File: src/rtl/p09_vga_timing_gen_if.sv
// Raster timing bundle: the pixel tick enable goes in; beam position, flags, sync and pulses come out.
interface p09_vga_timing_gen_if #(
    parameter int HW = 10,
    parameter int VW = 10
);
    logic          ce;
    logic          hsync;
    logic          vsync;
    logic          hactive;
    logic          vactive;
    logic          active;
    logic [HW-1:0] hpos;
    logic [VW-1:0] vpos;
    logic          line_pulse;
    logic          frame_pulse;
    logic [7:0]    frame_count;
    logic [HW-1:0] fetch_hpos;
    logic [VW-1:0] fetch_vpos;
    logic          fetch_active;

    modport master (
        input  ce,
        output hsync, vsync, hactive, vactive, active, hpos, vpos,
               line_pulse, frame_pulse, frame_count,
               fetch_hpos, fetch_vpos, fetch_active
    );

    modport slave (
        output ce,
        input  hsync, vsync, hactive, vactive, active, hpos, vpos,
               line_pulse, frame_pulse, frame_count,
               fetch_hpos, fetch_vpos, fetch_active
    );
endinterface

File: src/rtl/p09_vga_timing_gen.sv
// Parametrised raster timing generator with pixel clock-enable and frame counter.
// Define P09_VGA_TIMING_FETCH_EN to build the fetch-ahead position port; otherwise it is tied to 0.
module p09_vga_timing_gen #(
    parameter int   H_ACTIVE    = 640,
    parameter int   H_FP        = 16,
    parameter int   H_SYNC      = 96,
    parameter int   H_BP        = 48,
    parameter int   V_ACTIVE    = 480,
    parameter int   V_FP        = 10,
    parameter int   V_SYNC      = 2,
    parameter int   V_BP        = 33,
    parameter logic H_POL       = 1'b0,
    parameter logic V_POL       = 1'b0,
    parameter int   HW          = 10,
    parameter int   VW          = 10,
    parameter int   FETCH_AHEAD = 2
) (
    input  logic                 clk,
    input  logic                 nRst,
    p09_vga_timing_gen_if.master vga
);

    localparam int H_TOTAL = H_ACTIVE + H_FP + H_SYNC + H_BP;
    localparam int V_TOTAL = V_ACTIVE + V_FP + V_SYNC + V_BP;
    localparam logic [HW-1:0] H_LAST = HW'(H_TOTAL - 1);
    localparam logic [VW-1:0] V_LAST = VW'(V_TOTAL - 1);

    if (FETCH_AHEAD < 1 || FETCH_AHEAD >= H_ACTIVE ||
        (1 << HW) < H_TOTAL || (1 << VW) < V_TOTAL) begin : g_bad_config
        $error("p09_vga_timing_gen: illegal timing parameters");
    end

    function automatic logic h_active_at(input logic [HW-1:0] h);
        return int'(h) < H_ACTIVE;
    endfunction

    function automatic logic v_active_at(input logic [VW-1:0] v);
        return int'(v) < V_ACTIVE;
    endfunction

    function automatic logic h_sync_at(input logic [HW-1:0] h);
        return (int'(h) >= H_ACTIVE + H_FP) && (int'(h) < H_ACTIVE + H_FP + H_SYNC);
    endfunction

    function automatic logic v_sync_at(input logic [VW-1:0] v);
        return (int'(v) >= V_ACTIVE + V_FP) && (int'(v) < V_ACTIVE + V_FP + V_SYNC);
    endfunction

    function automatic logic [HW-1:0] h_step(input logic [HW-1:0] h);
        return (h == H_LAST) ? '0 : h + HW'(1);
    endfunction

    function automatic logic [VW-1:0] v_step(input logic [VW-1:0] v, input logic line_wrap);
        if (!line_wrap)
            return v;
        return (v == V_LAST) ? '0 : v + VW'(1);
    endfunction

    logic [HW-1:0] hpos_reg, hpos_next;
    logic [VW-1:0] vpos_reg, vpos_next;
    logic          hactive_reg, vactive_reg;
    logic          hsync_reg, vsync_reg;
    logic [7:0]    frame_count_reg;
    logic          line_pulse;
    logic          frame_pulse;

    always_comb begin
        hpos_next = hpos_reg;
        vpos_next = vpos_reg;
        if (vga.ce) begin
            hpos_next = h_step(hpos_reg);
            vpos_next = v_step(vpos_reg, hpos_reg == H_LAST);
        end
    end

    assign line_pulse  = vga.ce && (hpos_reg == H_LAST);
    assign frame_pulse = line_pulse && (vpos_reg == V_LAST);

    // Flags are decoded from the next position so they line up with the hpos/vpos they describe.
    always_ff @(posedge clk or negedge nRst) begin
        if (!nRst) begin
            hpos_reg        <= '0;
            vpos_reg        <= '0;
            hactive_reg     <= 1'b1;
            vactive_reg     <= 1'b1;
            hsync_reg       <= ~H_POL;
            vsync_reg       <= ~V_POL;
            frame_count_reg <= '0;
        end else begin
            hpos_reg    <= hpos_next;
            vpos_reg    <= vpos_next;
            hactive_reg <= h_active_at(hpos_next);
            vactive_reg <= v_active_at(vpos_next);
            hsync_reg   <= h_sync_at(hpos_next) ? H_POL : ~H_POL;
            vsync_reg   <= v_sync_at(vpos_next) ? V_POL : ~V_POL;
            if (frame_pulse)
                frame_count_reg <= frame_count_reg + 8'd1;
        end
    end

    assign vga.hpos        = hpos_reg;
    assign vga.vpos        = vpos_reg;
    assign vga.hactive     = hactive_reg;
    assign vga.vactive     = vactive_reg;
    assign vga.active      = hactive_reg & vactive_reg;
    assign vga.hsync       = hsync_reg;
    assign vga.vsync       = vsync_reg;
    assign vga.line_pulse  = line_pulse;
    assign vga.frame_pulse = frame_pulse;
    assign vga.frame_count = frame_count_reg;

`ifdef P09_VGA_TIMING_FETCH_EN
    // The fetch position is a second beam counter started FETCH_AHEAD ticks ahead and stepped in lockstep.
    logic [HW-1:0] fetch_hpos_reg, fetch_hpos_next;
    logic [VW-1:0] fetch_vpos_reg, fetch_vpos_next;
    logic          fetch_active_reg;

    always_comb begin
        fetch_hpos_next = fetch_hpos_reg;
        fetch_vpos_next = fetch_vpos_reg;
        if (vga.ce) begin
            fetch_hpos_next = h_step(fetch_hpos_reg);
            fetch_vpos_next = v_step(fetch_vpos_reg, fetch_hpos_reg == H_LAST);
        end
    end

    always_ff @(posedge clk or negedge nRst) begin
        if (!nRst) begin
            fetch_hpos_reg   <= HW'(FETCH_AHEAD);
            fetch_vpos_reg   <= '0;
            fetch_active_reg <= 1'b1;
        end else begin
            fetch_hpos_reg   <= fetch_hpos_next;
            fetch_vpos_reg   <= fetch_vpos_next;
            fetch_active_reg <= h_active_at(fetch_hpos_next) && v_active_at(fetch_vpos_next);
        end
    end

    assign vga.fetch_hpos   = fetch_hpos_reg;
    assign vga.fetch_vpos   = fetch_vpos_reg;
    assign vga.fetch_active = fetch_active_reg;
`else
    assign vga.fetch_hpos   = '0;
    assign vga.fetch_vpos   = '0;
    assign vga.fetch_active = 1'b0;
`endif

endmodule

File: src/flat_wrapper.sv
// flat-port wrapper written by rule: the top's interface ports become plain ports
module p09_vga_timing_gen_flat 
#(
    parameter int   H_ACTIVE    = 640,
    parameter int   H_FP        = 16,
    parameter int   H_SYNC      = 96,
    parameter int   H_BP        = 48,
    parameter int   V_ACTIVE    = 480,
    parameter int   V_FP        = 10,
    parameter int   V_SYNC      = 2,
    parameter int   V_BP        = 33,
    parameter logic H_POL       = 1'b0,
    parameter logic V_POL       = 1'b0,
    parameter int   HW          = 10,
    parameter int   VW          = 10,
    parameter int   FETCH_AHEAD = 2
)
  (clk, nRst, vga_ce, vga_hsync, vga_vsync, vga_hactive, vga_vactive, vga_active, vga_hpos, vga_vpos, vga_line_pulse, vga_frame_pulse, vga_frame_count, vga_fetch_hpos, vga_fetch_vpos, vga_fetch_active);
  p09_vga_timing_gen_if #(.HW(HW), .VW(VW)) vga_i ();
  input  logic clk;
  input  logic nRst;
  input wire logic [$bits(vga_i.ce)-1:0] vga_ce;
  output wire logic [$bits(vga_i.hsync)-1:0] vga_hsync;
  output wire logic [$bits(vga_i.vsync)-1:0] vga_vsync;
  output wire logic [$bits(vga_i.hactive)-1:0] vga_hactive;
  output wire logic [$bits(vga_i.vactive)-1:0] vga_vactive;
  output wire logic [$bits(vga_i.active)-1:0] vga_active;
  output wire logic [$bits(vga_i.hpos)-1:0] vga_hpos;
  output wire logic [$bits(vga_i.vpos)-1:0] vga_vpos;
  output wire logic [$bits(vga_i.line_pulse)-1:0] vga_line_pulse;
  output wire logic [$bits(vga_i.frame_pulse)-1:0] vga_frame_pulse;
  output wire logic [$bits(vga_i.frame_count)-1:0] vga_frame_count;
  output wire logic [$bits(vga_i.fetch_hpos)-1:0] vga_fetch_hpos;
  output wire logic [$bits(vga_i.fetch_vpos)-1:0] vga_fetch_vpos;
  output wire logic [$bits(vga_i.fetch_active)-1:0] vga_fetch_active;
  assign vga_i.ce = vga_ce;
  assign vga_hsync = vga_i.hsync;
  assign vga_vsync = vga_i.vsync;
  assign vga_hactive = vga_i.hactive;
  assign vga_vactive = vga_i.vactive;
  assign vga_active = vga_i.active;
  assign vga_hpos = vga_i.hpos;
  assign vga_vpos = vga_i.vpos;
  assign vga_line_pulse = vga_i.line_pulse;
  assign vga_frame_pulse = vga_i.frame_pulse;
  assign vga_frame_count = vga_i.frame_count;
  assign vga_fetch_hpos = vga_i.fetch_hpos;
  assign vga_fetch_vpos = vga_i.fetch_vpos;
  assign vga_fetch_active = vga_i.fetch_active;
  p09_vga_timing_gen #(.H_ACTIVE(H_ACTIVE), .H_FP(H_FP), .H_SYNC(H_SYNC), .H_BP(H_BP), .V_ACTIVE(V_ACTIVE), .V_FP(V_FP), .V_SYNC(V_SYNC), .V_BP(V_BP), .H_POL(H_POL), .V_POL(V_POL), .HW(HW), .VW(VW), .FETCH_AHEAD(FETCH_AHEAD)) u_core (.clk(clk), .nRst(nRst), .vga(vga_i));
endmodule
File: config.mk
export PLATFORM = sky130hd
export DESIGN_NAME = p09_vga_timing_gen_flat
export DESIGN_NICKNAME = d
export VERILOG_FILES = /design/src/rtl/p09_vga_timing_gen_if.sv /design/src/rtl/p09_vga_timing_gen.sv /design/src/flat_wrapper.sv
export SDC_FILE = /design/constraint.sdc
export NUM_CORES = 1
export LEC_CHECK = 0
export ABC_AREA = 1
export CORE_MARGIN = 1
export CORE_UTILIZATION = 29
export CTS_BUF_LIST = sky130_fd_sc_hd__clkbuf_8
export DETAILED_ROUTE_END_ITERATION = 7
export GPL_ROUTABILITY_DRIVEN = 0
export HOLD_SLACK_MARGIN = 0.03
export SKIP_LAST_GASP = 1
export SYNTH_ARGS = -nofsm -noshare
export SYNTH_HDL_FRONTEND = slang
export SYNTH_SLANG_ARGS = --single-unit
export TNS_END_PERCENT = 50
File: constraint.sdc
create_clock -name clk -period 4.7 [get_ports clk]
set_clock_uncertainty 0.05 [all_clocks]
set_input_delay 0.94 -clock clk [delete_from_list [all_inputs] [get_ports clk]]
set_output_delay 0.94 -clock clk [all_outputs]
set_load 0.02 [all_outputs]
==> results.yml, run 1 <==
outcome:
  status: "finished clean"
placement:
  io_buffers: 37
  place_hpwl_mm: 3.27
  place_area_sq_um: 2350
sta:
  fin_crit_sh_pct: 86.0
  hold_viol: 0
  period_minus_slack_ns: 4.04
  setup_viol_count_final: 0
  rsz0062_at_grt: "false"
  maxSlewViolCount: 0
  fmax_mhz: 247
  tns_ns: 0
layout:
  final_common_cell: "nand2_1"
  diodes: 0
  fin_area_sq_um: 2430
  multiInputGateArea_sq_um: 913
  register_area_sq_um: 806
  final_core_util_pct: 37.7
  nets: 296
  syn_to_final_growth_pct: 22.7
  final_cell_mix: "48 x nand2_1, 41 x inv_1, 37 x clkdlybuf4s50_1, 28 x dfrtp_1, 23 x nor2_1"
  fill_cells: 677
  drive_gt1_share_pct: 11.4
drt:
  viasPerCell: 4.43
  ant_nets: 0
  drt_wl_total_mm: 4.21
  vias: 1627
  first_pass_iters: 6
  post-route-drc-count: 0
  wl_per_cell_um: 11.5
  drt_iter0_drc: 53
power:
  power_switching_uw: 360
  p_sw_share_pct: 39.7
  leakage_nw: 1.22
  p_seq_share_pct: 41.9
  p_per_area_nw_per_um2: 373
  power.internal_uw: 547
  power_uw: 907
  peakVddDrop_uv: 288
  power_frac_comb_pct: 35.6
  clkPwrFrac_pct: 22.5
run:
  cap_violations: 0
critical_path:
  r2r_end: "u_core.vga.vsync$_DFF_PN1_"
  reg2reg_from: "u_core.vga.hpos[0]$_DFF_PN0_"
  crit_top_cell: "clkdlybuf4s50_1"
  r2r_setup_slack_ns: 2.71
  crit_type: "in2out"
  rr_worst_depth: 8
  critPathLaunchType: "input port"
  crit_path_max_incr_delay_ns: 0.67
  crit_path_top_delay_cell: "clkdlybuf4s50_1"
  critPathMaxFanout: 14
  worstPathCellList: "clkdlybuf4s50_1 > nand2_4 > nor2_4 > inv_2 > nor2_8 > nand2_1 > inv_1 > clkdlybuf4s50_1"
  arrival_ns: 3.05
  cp_top_family: "buffers and inverters"
  path_buf_inv: 4
  cp-end-kind: "output pin"
  crit_required_ns: 3.71
clock_tree:
  clk_latency_ns: 0.29
  clock_path_buffers: 2
  cts_hold_buf: 0
  clk_pin_slew_ns: 0.07
  htree_levels: 2
  cts_buffers: 5
  postCtsSetupRepairBufs: 0
  cts-resized-gates: 0
  cts.sinks: 32
  cts_tree: "yes"
  cts_root_buf: "clkbuf_8"
grt:
  grt_overflow: 0
  grt_pass1_vias: 1602
  track_usage_pct: 12.9
  antenna_found_initial: 0
  grt_start_max_net_pins: 33
  grt_pass1_wl_mm: 7.35
floorplanning:
  die_h_um: 84.7
  io_pins: 59
  die_area_sq_um: 7170
  start_util_pct: 30.7
  die-width_um: 84.7
  rows: 29
  core_sq_um: 6460
logic_synthesis:
  syn_inst: 247
  yosys_warnings: 0
  yosysSeqAreaShare_pct: 40.7
  ys_seq_elements: 32
  syn-cell-area_sq_um: 1980
  avgSynthCellArea_sq_um: 8.02
  synth_cell_types: 33
worst_hold_path:
  hold_class: "reg2reg"
  hold_path.startpoint: "u_core.vga.frame_count[4]$_DFFE_PN0P_"
  hold_path_depth: 1
  hold_end: "u_core.vga.frame_count[4]$_DFFE_PN0P_"
power groups by stage:
stage,sequential [mW],clock [mW],combinational [mW]
6_report,0.380,0.204,0.323
5_1_grt,0.387,0.220,0.355
4_1_cts,0.379,0.210,0.324
3_5_place_dp,0.383,0,0.323
3_3_place_gp,0.385,0,0.318
2_1_floorplan,0.420,0,0.161
Yosys cell counts (all sizes together):
cell    instances  area, sq um
nand3          24          135
and2            1         6.26
or2             1         6.26
nand3b          2         15.0
a21oi           5         28.8
dfrtp          28          701
o21bai          1         7.51
o21ai           7         35.0
inv            41          154
nor2           29          148
xor2            4         35.0
xnor2           6         52.6
nand2          53          216
nor3            3         20.0
ha              4         50.1
buf            23          184
conb            1         3.75
mux2            2         22.5
dfstp           4          105
nand4           8         56.3
stage by stage:
step	cells	hold slack [ns]	setup slack, ns
floorplan	267	0.563	1.97
detailed placement	359	0.462	0.641
finish	367	0.474	0.657
CTS	367	0.476	0.642
global route	367	0.505	0.465
global placement	359	0.458	0.701
kinds of logic (layout without fill, tap and decap cells):
kind of cell | count (synthesis) | count (layout) | synth area share [%]
multiplexers | 2 | 2 | 1.14
XOR/XNOR | 10 | 10 | 4.42
AND/OR/NAND/NOR | 121 | 121 | 30.4
other | 1 | 21 | 0.189
buffers and inverters | 64 | 87 | 17.0
AO/OA/AOI/OAI | 13 | 13 | 3.60
adder cells (fa/ha/maj) | 4 | 4 | 2.53
flip-flops | 32 | 32 | 40.7
how the worst max path moves through the flow:
stage           start              end  slack (ns)  cells past startpoint
2_1_floorplan  vga_ce  vga_frame_pulse        1.97                      7
3_3_place_gp   vga_ce  vga_frame_pulse        0.70                      8
3_5_place_dp   vga_ce  vga_frame_pulse        0.64                      8
4_1_cts        vga_ce  vga_frame_pulse        0.64                      8
5_1_grt        vga_ce  vga_frame_pulse        0.47                      8
6_report       vga_ce  vga_frame_pulse        0.66                      8
layout make-up:
type / count / share of cell area (%)
multi-input combinational: 171 / 37.6
sequential: 32 / 33.1
tap: 77 / 3.96
clock inverter: 3 / 0.669
inverter: 41 / 6.33
timing repair buffer: 38 / 15.5
clock buffer: 5 / 2.83
layer usage:
metal / vias to the layer above / GRT usage [%] / wire [um]
met3: 9 / 3.44 / 192
met2: 46 / 22.5 / 2080
li1: 812 / - / -
met4: 0 / 5.55 / 74
met1: 760 / 14.9 / 1870
met5: - / 0 / 0
(Power assumes the default switching activity.)
==> run 2, diff against run 1 <==
--- a/config.mk
+++ b/config.mk
@@ -12,6 +12,7 @@
 export DETAILED_ROUTE_END_ITERATION = 7
 export GPL_ROUTABILITY_DRIVEN = 0
 export HOLD_SLACK_MARGIN = 0.03
+export PLACE_DENSITY_LB_ADDON = 0.08
 export SKIP_LAST_GASP = 1
 export SYNTH_ARGS = -nofsm -noshare
 export SYNTH_HDL_FRONTEND = slang
==> results.yml, run 2 (synthesized netlist as in run 1, its figures left out) <==
drt:
  wl_per_cell_um: 11.9
  viasPerCell: 4.37
  post-route-drc-count: 0
  ant_nets: 0
  first_pass_iters: 6
  drt_iter0_drc: 103
  drt_wl_total_mm: 4.37
  vias: 1603
critical_path:
  r2r_end: "u_core.vga.frame_count[4]$_DFFE_PN0P_"
  rr_worst_depth: 9
  crit_type: "in2out"
  crit_top_cell: "clkdlybuf4s50_1"
  cp-end-kind: "output pin"
  critPathLaunchType: "input port"
  critPathMaxFanout: 14
  reg2reg_from: "u_core.vga.hpos[0]$_DFF_PN0_"
  worstPathCellList: "clkdlybuf4s50_1 > nand2_4 > nor2_4 > inv_2 > nor2_8 > nand2_1 > inv_1 > clkdlybuf4s50_1"
  crit_path_max_incr_delay_ns: 0.68
  arrival_ns: 3.07
  cp_top_family: "buffers and inverters"
  crit_required_ns: 3.71
  crit_path_top_delay_cell: "clkdlybuf4s50_1"
  r2r_setup_slack_ns: 2.69
  path_buf_inv: 4
clock_tree:
  cts_root_buf: "clkbuf_8"
  postCtsSetupRepairBufs: 0
  cts_tree: "yes"
  clk_latency_ns: 0.29
  clock_path_buffers: 2
  cts_hold_buf: 0
  cts_buffers: 5
  cts-resized-gates: 0
  cts.sinks: 32
  clk_pin_slew_ns: 0.07
  htree_levels: 2
outcome:
  status: "finished clean"
floorplanning:
  core_sq_um: 6460
  die_h_um: 84.7
  rows: 29
  die_area_sq_um: 7170
  die-width_um: 84.7
  io_pins: 59
  start_util_pct: 30.7
grt:
  grt_overflow: 0
  grt_pass1_wl_mm: 7.56
  antenna_found_initial: 0
  grt_start_max_net_pins: 33
  grt_pass1_vias: 1507
  track_usage_pct: 13.5
layout:
  nets: 296
  drive_gt1_share_pct: 11.7
  final_cell_mix: "48 x nand2_1, 40 x inv_1, 37 x clkdlybuf4s50_1, 28 x dfrtp_1, 23 x nor2_1"
  diodes: 0
  fill_cells: 700
  syn_to_final_growth_pct: 23.4
  final_common_cell: "nand2_1"
sta:
  period_minus_slack_ns: 4.06
  setup_viol_count_final: 0
  fin_crit_sh_pct: 86.3
  finalWorstSetupSlack_ns: 0.643
  whs_ns: 0.474
  hold_viol: 0
  maxSlewViolCount: 0
  fmax_mhz: 246
  tns_ns: 0
  rsz0062_at_grt: "false"
power:
  leakage_nw: 1.22
  peakVddDrop_uv: 166
  p_per_area_nw_per_um2: 382
worst_hold_path:
  hold_path_depth: 1
  hold_path.startpoint: "u_core.vga.frame_count[2]$_DFFE_PN0P_"
  hold_class: "reg2reg"
  hold_end: "u_core.vga.frame_count[2]$_DFFE_PN0P_"
placement:
  io_buffers: 37
  dp_slack_ns: 0.631
  place_hpwl_mm: 3.37
run:
  cap_violations: 0
-- run 2: how the worst max path moves through the flow --
stage / from / endpoint / slack [ns] / cells past startpoint
4_1_cts: vga_ce / vga_frame_pulse / 0.63 / 8
5_1_grt: vga_ce / vga_frame_pulse / 0.46 / 8
3_5_place_dp: vga_ce / vga_frame_pulse / 0.63 / 8
3_3_place_gp: vga_ce / vga_frame_pulse / 0.67 / 8
2_1_floorplan: vga_ce / vga_frame_pulse / 1.97 / 7
6_report: vga_ce / vga_frame_pulse / 0.64 / 8
-- run 2: report_power, final --
part | switching (mW) | internal (mW) | leakage [nW]
clock | 0.114 | 0.119 | 0.0434
sequential | 0.0631 | 0.318 | 0.372
combinational | 0.192 | 0.127 | 0.801
total | 0.369 | 0.564 | 1.22
-- run 2: cell type report --
type | count | area, sq um | area share [%]
clock buffer | 6 | 82.6 | 3.38
sequential | 32 | 806 | 33.0
clock inverter | 2 | 15.0 | 0.614
tap | 77 | 96.3 | 3.94
timing repair buffer | 38 | 378 | 15.5
inverter | 41 | 154 | 6.29
multi-input combinational | 171 | 913 | 37.4
-- run 2: metal layers --
metal | track usage [%] | vias to the layer above | share of wire (%)
met5 | 0 | - | 0
met4 | 4.62 | 0 | 0.71
met3 | 3.05 | 2 | 4.6
met2 | 21.1 | 48 | 46
met1 | 18.4 | 741 | 49
li1 | - | 812 | -
-- run 2: metrics by stage --
| stage | instance area [sq um] | instances | power, mW | utilization [%] |
|---|---|---|---|---|
| CTS | 2440 | 367 | 0.946 | 37.9 |
| global placement | 2350 | 359 | 0.710 | 36.3 |
| global route | 2440 | 367 | 0.990 | 37.9 |
| finish | 2440 | 367 | 0.933 | 37.9 |
| detailed placement | 2350 | 359 | 0.708 | 36.3 |
| floorplan | 2060 | 267 | 0.581 | - |
==> run 3, diff against run 2 <==
--- a/config.mk
+++ b/config.mk
@@ -14,6 +14,7 @@
 export HOLD_SLACK_MARGIN = 0.03
 export PLACE_DENSITY_LB_ADDON = 0.08
 export SKIP_LAST_GASP = 1
+export SLEW_MARGIN = 10
 export SYNTH_ARGS = -nofsm -noshare
 export SYNTH_HDL_FRONTEND = slang
 export SYNTH_SLANG_ARGS = --single-unit
==> results of run 3 <==
The final DEF is identical to that of run 2; final timing and power are the same.
